**src/rtl/prime_window_tally.sv**
```systemverilog
// prime_window_tally: counts samples, flagged primes and flag-vs-golden
// mismatches over a window of WINDOW accepted samples (or a shorter window
// closed by flush), then holds a report until the downstream consumes it.
module prime_window_tally #(
  parameter int WINDOW = 8,
  parameter int CNT_W  = 4
) (
  input  logic             clk,
  input  logic             rst_n,
  input  logic             in_valid,
  output logic             in_ready,
  input  logic [2:0]       in_value,
  input  logic             in_prime,
  input  logic             flush,
  output logic             out_valid,
  input  logic             out_ready,
  output logic [CNT_W-1:0] out_total,
  output logic [CNT_W-1:0] out_prime_cnt,
  output logic [CNT_W-1:0] out_mismatch,
  output logic [2:0]       out_last_prime
);

  typedef enum logic [1:0] {
    IDLE   = 2'd0,
    ACCUM  = 2'd1,
    REPORT = 2'd2
  } state_t;

  state_t state, state_nxt;

  // Counter increment that sticks at all-ones instead of wrapping.
  function automatic logic [CNT_W-1:0] sat_inc(input logic [CNT_W-1:0] v,
                                               input logic             en);
    if (en && (v != {CNT_W{1'b1}}))
      return v + CNT_W'(1);
    return v;
  endfunction

  // Reference primality for the 3-bit sample range.
  function automatic logic golden_prime(input logic [2:0] v);
    case (v)
      3'd2, 3'd3, 3'd5, 3'd7: return 1'b1;
      default:                return 1'b0;
    endcase
  endfunction

  // Running window accumulators.
  logic [CNT_W-1:0] acc_total_p0;
  logic [CNT_W-1:0] acc_prime_p0;
  logic [CNT_W-1:0] acc_mis_p0;
  logic [2:0]       acc_last_p0;

  logic             accept;
  logic [CNT_W-1:0] inc_total;
  logic [CNT_W-1:0] inc_prime;
  logic [CNT_W-1:0] inc_mis;
  logic [2:0]       inc_last;
  logic             window_full;
  logic             enter_report;

  assign in_ready = (state != REPORT);
  assign accept   = in_valid && in_ready;

  // Accumulator values as they would be after including the current sample.
  always_comb begin
    inc_total   = sat_inc(acc_total_p0, 1'b1);
    inc_prime   = sat_inc(acc_prime_p0, in_prime);
    inc_mis     = sat_inc(acc_mis_p0, in_prime ^ golden_prime(in_value));
    inc_last    = in_prime ? in_value : acc_last_p0;
    window_full = (inc_total == CNT_W'(WINDOW));
  end

  // State register.
  always_ff @(posedge clk or negedge rst_n) begin
    if (!rst_n)
      state <= IDLE;
    else
      state <= state_nxt;
  end

  // Next-state logic: a window closes when it fills or on flush with data held.
  always_comb begin
    state_nxt = state;
    case (state)
      IDLE: begin
        if (accept)
          state_nxt = (window_full || flush) ? REPORT : ACCUM;
      end
      ACCUM: begin
        if (flush || (accept && window_full))
          state_nxt = REPORT;
      end
      REPORT: begin
        if (out_ready)
          state_nxt = IDLE;
      end
      default: state_nxt = IDLE;
    endcase
  end

  assign enter_report = (state != REPORT) && (state_nxt == REPORT);

  // Accumulate accepted samples, capture the report on window close, and
  // clear it once the downstream has taken it.
  always_ff @(posedge clk or negedge rst_n) begin
    if (!rst_n) begin
      acc_total_p0   <= '0;
      acc_prime_p0   <= '0;
      acc_mis_p0     <= '0;
      acc_last_p0    <= '0;
      out_valid      <= 1'b0;
      out_total      <= '0;
      out_prime_cnt  <= '0;
      out_mismatch   <= '0;
      out_last_prime <= '0;
    end else if (enter_report) begin
      // A flush without a sample this edge reports the counts already held.
      out_valid      <= 1'b1;
      out_total      <= accept ? inc_total : acc_total_p0;
      out_prime_cnt  <= accept ? inc_prime : acc_prime_p0;
      out_mismatch   <= accept ? inc_mis   : acc_mis_p0;
      out_last_prime <= accept ? inc_last  : acc_last_p0;
      acc_total_p0   <= '0;
      acc_prime_p0   <= '0;
      acc_mis_p0     <= '0;
      acc_last_p0    <= '0;
    end else if (state == REPORT) begin
      if (out_ready) begin
        out_valid      <= 1'b0;
        out_total      <= '0;
        out_prime_cnt  <= '0;
        out_mismatch   <= '0;
        out_last_prime <= '0;
      end
    end else if (accept) begin
      acc_total_p0 <= inc_total;
      acc_prime_p0 <= inc_prime;
      acc_mis_p0   <= inc_mis;
      acc_last_p0  <= inc_last;
    end
  end

endmodule

```
**config.mk**
```make
export PLATFORM = sky130hd
export DESIGN_NAME = prime_window_tally
export DESIGN_NICKNAME = d
export VERILOG_FILES = /design/src/rtl/prime_window_tally.sv
export SDC_FILE = /design/constraint.sdc
export NUM_CORES = 1
export LEC_CHECK = 0
export BUFFER_PORTS_ARGS = -buffer_cell sky130_fd_sc_hd__buf_2
export CAP_MARGIN = 25
export CORE_MARGIN = 5
export CORE_UTILIZATION = 35
export DETAILED_ROUTE_END_ITERATION = 7
export GPL_TIMING_DRIVEN = 0
export HOLD_SLACK_MARGIN = 0.05
export PLACE_DENSITY = 0.54
export SLEW_MARGIN = 10
export SYNTH_ARGS = -nofsm -noshare
export SYNTH_HDL_FRONTEND = slang
export SYNTH_SLANG_ARGS = --single-unit
```
**constraint.sdc**
```tcl
create_clock -name clk -period 3.07 [get_ports clk]
set_input_delay 0.4605 -clock clk [delete_from_list [all_inputs] [get_ports clk]]
set_output_delay 0.4605 -clock clk [all_outputs]
set_load 0.01 [all_outputs]
```
==> out/qor.txt, run 1 <==
Status -> complete, no violations
Power share of the clock group -> 27.7%
Worst slew pin tran -> 0.738 ns
Total grt overflow -> 0
Final WL -> 3.71 mm
Post-Route Setup TNS -> 0 ns
RSZ-0062 raised after global routing -> no
LEAKAGE -> 1.01 nW
Max-slew violations -> 0
Power Internal -> 1.01 mW
Skew-Pair Late Insertion Delay -> 0.28 ns
TritonCTS Buffers -> 5
Port Buf Inserts -> 24
Register-to-Register Setup Slack -> 1.18 ns
Maximum VDD drop -> 0.000352 V
CTS root buffer -> clkbuf_8
Max Clock Freq -> 529 MHz
CTS clk-pin slew, worst paths -> 0.07 ns
Yosys top cell area share -> 47.0%
Number of DRC markers in iteration 0 -> 71
Die Y -> 80.9 um
DR DRC count -> 0
H-tree level count -> 2
Syn_nets -> 169
# Post-CTS Setup Buffers -> 0
Nets -> 200
Placed cell area -> 0.00196 mm2
Worst setup SP type -> flip-flop
Multi-input gate area -> 820 um2
Switch share -> 33.1%
Biggest area consumer among synthesized cells -> dfrtp_1
Post-Syn Area -> 0.00176 mm2
Floorplan row count -> 25
P&R area growth vs syn -> 18.2%
Avg Cell Area, Syn -> 11.2 um2
Filler instances -> 465
Count leader, synth -> dfrtp_1
Max Clock Skew -> 0.00460 ns
Initial antenna violation count -> 0
Core footprint -> 0.00479 mm2
CTS tree -> yes
Cts hold-fix bufs -> 0
Initial core utilization -> 36.7%
Register area -> 826 um2
Fin crit share -> 61.6%
P per Cell Area -> 725 mW/mm2
Largest net degree at the start of global routing -> 34
Crit end category -> flip-flop
First-pass GRT wire length -> 6.56 mm
Worst EP required -> 3.23 ns
Critical path class -> reg -> reg
Core Util, Final -> 43.4%
Gate power share -> 30.0%
Post-route ant nets -> 0
Final Instance Area -> 0.00208 mm2
Seq/Total Area, Yosys -> 47.0%
Avg Vias per Cell -> 5.01
Ys async rst share -> 100%
GRT Total Usage -> 13.0%
Vias in the first global route -> 1374
Vias -> 1283
Synth area leaders -> dfrtp_1, mux2i_1, nand3_2, o21ai_2, nand3_1
Inserted Diodes -> 0
Yosys warns -> 0
Gpl congestion -> 0.828
Library cells used by synthesis -> 36
CP max FO -> 10
Routed len/inst -> 14.5 um
Net Switching -> 0.499 mW
Final Hold Vio Count -> 0
Seq pwr share -> 42.4%
Max-cap violations -> 0
Share of layout cells above drive strength 1 -> 37.0%
Syn Inst Count -> 157
Die X -> 80.9 um
CTS Buffer Depth -> 2
Place WS -> 1.21 ns
Post-DP HPWL -> 2.68 mm
WHS -> 0.246 ns
Tmin final -> 1.89 ns
Post-synth EDFFs -> 0
TritonCTS Sinks -> 33
Hold Path Class -> in -> async
DR pass1 iterations -> 4
Synthesis-stage register bit count -> 33
PostCTS Resize Cnt -> 0
Top_reg_cell synth -> dfrtp_1
I/O pin count -> 26
Worst slew margin -> 50.8%
Worst setup margin -> 1.18 ns
Post-synth top cells -> dfrtp_1, mux2i_1, nand3_2, nor2_1, o21ai_2
Worst EP arrival -> 2.05 ns
Die area -> 0.00654 mm2
Final setup viols -> 0
final timing paths:
kind	start	endpoint	cells after the start
setup / recovery	acc_total_p0[0]	out_prime_cnt[3]	7
hold / removal	rst_n	out_total[1]	1
setup reg to reg	acc_total_p0[0]	out_prime_cnt[3]	7
hold reg to reg	out_valid	out_valid	2
max in group asynchronous	rst_n	out_mismatch[2]	1
min in group clk	out_ready	state[1]	2
placed cells by master (no fill, tap or decap), drive strengths merged, types with 3 or more instances in the layout:
master  instances
inv             3
a32o            4
buf            34
nand3          22
nand2           6
nand2b          6
nor2           12
mux2i          13
a21oi           3
dfrtp          33
ha              3
clkbuf          7
o21ai          20
sequential cells by signal, summed over array words and instances, names as in the netlist:
register        count
acc_last_p0         3
acc_mis_p0          4
acc_prime_p0        4
acc_total_p0        4
out_last_prime      3
out_mismatch        4
out_prime_cnt       4
out_total           4
out_valid           1
state               2
critical path: stages (launching register included):
cell,delay [ns]
dfrtp_1,0.45
ha_1,0.30
and4b_1,0.22
o21ai_2,0.19
o22a_1,0.18
buf_6,0.16
buf_6,0.18
o21ai_1,0.09
power groups by stage:
stage | combinational, mW | sequential (mW) | clock (mW)
4_1_cts | 0.461 | 0.638 | 0.433
3_5_place_dp | 0.459 | 0.644 | 0
5_1_grt | 0.509 | 0.656 | 0.450
6_report | 0.452 | 0.638 | 0.417
2_1_floorplan | 0.287 | 0.660 | 0
3_3_place_gp | 0.450 | 0.639 | 0
stage by stage:
| step | total power [mW] | instances |
|---|---|---|
| global route | 1.61 | 256 |
| finish | 1.51 | 256 |
| detailed placement | 1.10 | 248 |
| global placement | 1.09 | 248 |
| CTS | 1.53 | 256 |
| floorplan | 0.947 | 157 |
final cells by class:
type / instances / area share [%]
Sequential cell: 33 / 39.7
Multi-Input combinational cell: 111 / 39.4
Timing Repair Buffer: 24 / 5.78
Buffer: 10 / 4.88
Clock buffer: 7 / 4.15
Tap cell: 67 / 4.03
Clock inverter: 1 / 1.44
Inverter: 3 / 0.542
per-layer routing:
metal	vias up	routed length [um]	track usage [%]	part of all wire (%)
met5	-	0	0	0
met4	0	40	4.05	1.1
li1	622	-	-	-
met1	636	1760	17.0	48
met3	5	95	2.44	2.6
met2	20	1810	21.5	49
kinds of logic after synthesis:
family	count (synthesis)	synth area share [%]
adders and majority gates	3	2.14
DFF	33	47.0
buffers and inverters	13	6.41
muxes	13	7.40
and+or+nand+nor	59	21.7
xor gates and xnor gates	4	1.99
AOI/OAI and AO/OA	32	13.4
Note: power is estimated with default switching activity, not from simulation.
==> run 2: changes to the inputs <==
Settings changed: PLACE_DENSITY 0.54 to 0.56.
Clock period 3.07 ns to 1.5 ns, I/O delays scaled along.
==> out/qor.txt, run 2 (same netlist as run 1, synthesis figures left out) <==
P&R area growth vs syn -> 33.6%
Hold path depth -> 2
Max Clock Skew -> 0.00423 ns
Vias in the first global route -> 1401
Post-route ant nets -> 0
Vias -> 1384
LEAKAGE -> 1.11 nW
Worst slew margin -> 49.8%
Share of layout cells above drive strength 1 -> 49.0%
Most frequent cells in the layout -> dfrtp_1, buf_2, o21ai_2
CTS Buffer Depth -> 2
Status -> complete, but fails checks
Failing checks -> negative setup slack
Post-DP HPWL -> 2.75 mm
Placed cell area -> 0.00198 mm2
DR pass1 iterations -> 4
Place WS -> -0.275 ns
GRT Total Usage -> 13.6%
Gate power share -> 35.9%
Final WL -> 4.29 mm
Final Instance Area -> 0.00235 mm2
Most common cell after layout, fill and taps aside -> dfrtp_1
TritonCTS Buffers -> 5
Initial core utilization -> 36.7%
Overall Power -> 3.41 mW
Max-slew violations -> 0
Hold Path Class -> in -> reg
Gpl congestion -> 0.850
Multi-input gate area -> 901 um2
Die X -> 80.9 um
Core footprint -> 0.00479 mm2
Power share of the clock group -> 25.4%
Skew-Pair Late Insertion Delay -> 0.28 ns
Worst EP arrival -> 1.91 ns
Die area -> 0.00654 mm2
CTS root buffer -> clkbuf_8
Port Buf Inserts -> 24
CTS clk-pin slew, worst paths -> 0.07 ns
DR DRC count -> 0
Worst slew pin tran -> 0.753 ns
Routed len/inst -> 15.8 um
Seq pwr share -> 38.6%
R2R Path End -> out_mismatch[1]
Power Internal -> 2.26 mW
Fin crit share -> 113%
Max-cap violations -> 0
WHS -> 0.130 ns
Worst EP required -> 1.72 ns
P per Cell Area -> 1450 mW/mm2
First-pass GRT wire length -> 6.71 mm
TritonCTS Sinks -> 33
Register area -> 830 um2
Inserted Diodes -> 0
Hold path endpoint -> state[1]
CP max FO -> 7
Net Switching -> 1.15 mW
Die Y -> 80.9 um
Floorplan row count -> 25
Total grt overflow -> 0
Critical path class -> reg -> reg
Depth of the most critical reg-to-reg path -> 6
Tmin final -> 1.69 ns
Switch share -> 33.7%
Crit end category -> flip-flop
Final Hold Vio Count -> 0
Worst setup margin -> -0.191 ns
I/O pin count -> 26
Number of DRC markers in iteration 0 -> 67
Register-to-Register Setup Slack -> -0.19 ns
Final setup viols -> 32
Maximum VDD drop -> 0.000896 V
Largest net degree at the start of global routing -> 34
Nets -> 215
CTS tree -> yes
Reg-to-reg startpoint -> state[0]
H-tree level count -> 2
Worst setup SP type -> flip-flop
Filler instances -> 421
Avg Vias per Cell -> 5.11
Hold_sp -> out_ready
RSZ-0062 raised after global routing -> yes
Max Clock Freq -> 591 MHz
Initial antenna violation count -> 0
-- run 2: changes by cell type in the layout (fill, tap and decap cells not counted), sizes merged --
| cell | delta |
|---|---|
| buf | +10 |
| clkbuf | +4 |
| dlygate4sd3 | +1 |
-- run 2: worst max-delay path by stage --
| stage | start | cells past startpoint | end | slack, ns |
|---|---|---|---|---|
| 6_report | state[0] | 6 | out_mismatch[1] | -0.19 |
| 5_1_grt | state[0] | 6 | out_mismatch[1] | -0.30 |
| 4_1_cts | acc_total_p0[1] | 8 | out_mismatch[2] | -0.19 |
| 3_5_place_dp | acc_total_p0[0] | 8 | out_prime_cnt[1] | -0.27 |
| 3_3_place_gp | acc_total_p0[0] | 8 | out_mismatch[1] | -0.23 |
| 2_1_floorplan | acc_total_p0[0] | 8 | out_prime_cnt[1] | -0.09 |
-- run 2: what timing repair did --
| action | in CTS | in global routing |
|---|---|---|
| cloned | 1 | 3 |
| hold buffers | 1 | 0 |
| pin swaps | 6 | 10 |
| setup endpoints to repair | 32 | 32 |
| hold endpoints to repair | 33 | 0 |
| buffers inserted | 7 | 3 |
| resized for setup | 9 | 22 |
-- run 2: power by group through the flow --
| stage | clock network [mW] | registers (mW) | logic [mW] |
|---|---|---|---|
| 5_1_grt | 0.929 | 1.35 | 1.35 |
| 6_report | 0.868 | 1.32 | 1.23 |
| 3_3_place_gp | 0 | 1.32 | 0.941 |
| 2_1_floorplan | 0 | 1.36 | 0.606 |
| 3_5_place_dp | 0 | 1.34 | 0.959 |
| 4_1_cts | 0.887 | 1.31 | 1.11 |
-- run 2: area by class of cell --
type | count | area share [%]
multi-input combinational | 111 | 38.4
sequential | 33 | 35.3
timing repair buffer | 39 | 12.1
buffer | 10 | 5.17
clock buffer | 7 | 3.68
tap | 67 | 3.57
clock inverter | 1 | 1.28
inverter | 3 | 0.479
-- run 2: critical path, stage by stage, from the launching register on --
cell and delay [ns]:
dfrtp_2 0.45, o21ai_0 0.44, o22a_1 0.24, buf_6 0.18, clkbuf_16 0.17, nand3_2 0.07
o21ai_2 0.06
-- run 2: layer usage --
metal / track usage [%] / vias to the layer above / part of all wire [%]
li1: - / 656 / -
met1: 16.9 / 694 / 43
met4: 4.73 / 0 / 1.6
met5: 0 / - / 0
met3: 3.99 / 7 / 3.9
met2: 22.3 / 27 / 51
-- run 2: metrics by stage --
| step | util [%] | setup TNS [ns] | cells |
|---|---|---|---|
| finish | 49.1 | -4.40 | 271 |
| global placement | 41.3 | -5.21 | 248 |
| CTS | 45.7 | -3.90 | 265 |
| floorplan | - | -1.48 | 157 |
| detailed placement | 41.3 | -6.15 | 248 |
| global route | 49.1 | -7.61 | 271 |
==> run 3: changes to the inputs <==
Settings changed: ABC_AREA set to 1, CORE_UTILIZATION 35 to 50, PLACE_DENSITY 0.56 to 0.75.
==> out/qor.txt, run 3 <==
Status -> complete, but fails checks
Failing checks -> negative setup slack
Final setup viols -> 32
Worst slew margin -> 50.8%
Most Frequent Cell on Critical Path -> nand2_1
I/O pin count -> 26
Tmin final -> 1.74 ns
Dpl cells -> 280
Max Clock Skew -> 0.0106 ns
Power Internal -> 2.29 mW
Worst-path cell chain -> ha_4, nand3_4, nand2_1, nand2_1, nor2_1, nand2_1, nand2_2, nand2_4, a21oi_4, buf_12, buf_6, a21oi_1
Core footprint -> 0.00328 mm2
Placed cell area -> 0.00189 mm2
Ys async rst share -> 100%
Inserted Diodes -> 0
Seq pwr share -> 36.6%
Synthesis-stage register bit count -> 33
CP max FO -> 7
TritonCTS Sinks -> 33
Final WL -> 3.92 mm
Number of DRC markers in iteration 0 -> 97
DR DRC count -> 0
Switch share -> 42.2%
RSZ-0062 raised after global routing -> yes
Most common cell after layout, fill and taps aside -> nand2_1
TritonCTS Buffers -> 5
Max-slew violations -> 0
Port Buf Inserts -> 25
CTS Buffer Depth -> 2
Fin crit share -> 116%
Worst EP arrival -> 1.97 ns
Share of layout cells above drive strength 1 -> 36.4%
Syn_nets -> 221
Post-DP HPWL -> 2.41 mm
Initial core utilization -> 50.8%
Die area -> 0.00459 mm2
Synth area leaders -> dfrtp_1, nand2_1, nand3_1, inv_1, nor2_1
Total grt overflow -> 0
Post-synth top cells -> nand2_1, dfrtp_1, inv_1, nand3_1, nor2_1
Yosys warns -> 0
P&R area growth vs syn -> 34.3%
Initial antenna violation count -> 0
Final Non-Filler Cells -> 307
Syn Inst Count -> 209
Top_reg_cell synth -> dfrtp_1
Max-cap violations -> 0
Avg Vias per Cell -> 4.94
Largest net degree at the start of global routing -> 34
Biggest area consumer among synthesized cells -> dfrtp_1
CTS clk-pin slew, worst paths -> 0.11 ns
Post-Syn Area -> 0.00167 mm2
Avg Cell Area, Syn -> 7.99 um2
Power share of the clock group -> 12.4%
Nets -> 272
Skew-Pair Late Insertion Delay -> 0.34 ns
Final Instance Area -> 0.00224 mm2
Vias in the first global route -> 1523
P per Cell Area -> 1770 mW/mm2
Maximum VDD drop -> 0.00103 V
Gpl congestion -> 0.771
Worst path max stage delay -> 0.41 ns
Routed len/inst -> 12.8 um
Post-route ant nets -> 0
Count leader, synth -> nand2_1
Place WS -> -0.464 ns
CP max stage cell -> dfrtp_2
DR pass1 iterations -> 4
Die X -> 67.8 um
Library cells used by synthesis -> 25
Worst setup SP type -> flip-flop
Crit end category -> flip-flop
Yosys top cell area share -> 49.5%
Critical path class -> reg -> reg
LEAKAGE -> 1.18 nW
Worst EP required -> 1.73 ns
Hold Path Class -> in -> reg
H-tree level count -> 2
Floorplan row count -> 21
Vias -> 1518
Seq/Total Area, Yosys -> 49.5%
CTS root buffer -> clkbuf_4
CTS tree -> yes
Max Clock Freq -> 574 MHz
Most frequent cells in the layout -> nand2_1, dfrtp_1, inv_1, buf_2, nand2_2
Worst setup margin -> -0.241 ns
Die Y -> 67.8 um
GRT Total Usage -> 19.4%
Net Switching -> 1.68 mW
First-pass GRT wire length -> 6.64 mm
Worst slew pin tran -> 0.738 ns
Gate power share -> 51.0%
Final Hold Vio Count -> 0
Post-synth EDFFs -> 0
==> run 3: cell count changes after synthesis, moves of 6 or more <==
cell | previous run | this run
inv_1 | 2 | 27
mux2i_1 | 13 | 0
nand2_1 | 6 | 64
nand3_1 | 9 | 22
nand3_2 | 13 | 0
o21ai_0 | 3 | 9
o21ai_2 | 12 | 0
==> run 3: per-layer routing <==
layer	share of wire, %	GRT usage (%)	vias up
met5	0	0	-
met4	1.0	5.46	0
met3	3.9	4.99	5
met2	50	33.8	31
met1	45	23.6	713
li1	-	-	769
==> run 3: area by class of cell <==
class,count,area (um2)
Buffer,4,42.5
Clock buffer,5,37.5
Clock inverter,3,17.5
Fill cell,285,1040
Inverter,28,105
Multi-Input combinational cell,144,832
Sequential cell,33,828
Tap cell,46,57.6
Timing Repair Buffer,44,322
==> run 3: worst paths after layout <==
path,start,end,slack (ns),cells past startpoint
worst max-delay path,acc_total_p0[0],acc_mis_p0[2],-0.24,12
worst min-delay path,in_value[0],acc_last_p0[0],0.15,3
worst max register to register,acc_total_p0[0],acc_mis_p0[2],-0.24,12
worst min register to register,out_valid,out_valid,0.48,2
max in group asynchronous,rst_n,acc_total_p0[0],0.50,2
min in group asynchronous,rst_n,out_valid,0.48,2
==> run 3: stage by stage <==
stage               utilization, %  setup TNS (ns)  hold WS [ns]  total power, mW
floorplan                        -           -4.35       -0.0706             2.50
global placement              57.6          -11.65         0.329             2.90
detailed placement            57.6          -12.41         0.328             2.95
CTS                           65.9           -5.69         0.151             3.87
global route                  68.3          -11.26         0.173             4.31
finish                        68.3           -6.74         0.154             3.97
==> run 3: timing repair <==
item	4_1_cts	5_1_grt
setup buffers	10	5
gates cloned	3	0
endpoints found under the hold margin	33	0
setup endpoints to repair	33	33
hold buffers	1	0
pin swaps	11	4
resized for setup	30	13
==> run 3: kinds of logic after synthesis <==
group	Yosys count	synth area share, %
AO/OA/AOI/OAI	21	7.65
XOR/XNOR	4	2.10
adder cells (fa/ha/maj)	3	2.25
buffers and inverters	32	7.95
flip-flops	33	49.5
AND/OR/NAND/NOR	116	30.6
==> run 3: power groups by stage <==
| stage | clock network [mW] | logic (mW) | registers, mW |
|---|---|---|---|
| after global routing | 0.545 | 2.26 | 1.50 |
| after CTS | 0.505 | 1.92 | 1.44 |
| after floorplan | 0 | 0.978 | 1.52 |
| after global placement | 0 | 1.43 | 1.47 |
| final | 0.494 | 2.03 | 1.45 |
| after detailed placement | 0 | 1.47 | 1.48 |
==> run 3: worst max-delay path: cells and delay by family (launching register included) <==
family / cells / cell delay, ns
simple gates: 7 / 0.58
flops: 1 / 0.41
buf+inv: 2 / 0.27
compound gates: 2 / 0.19
fa+ha+maj: 1 / 0.17
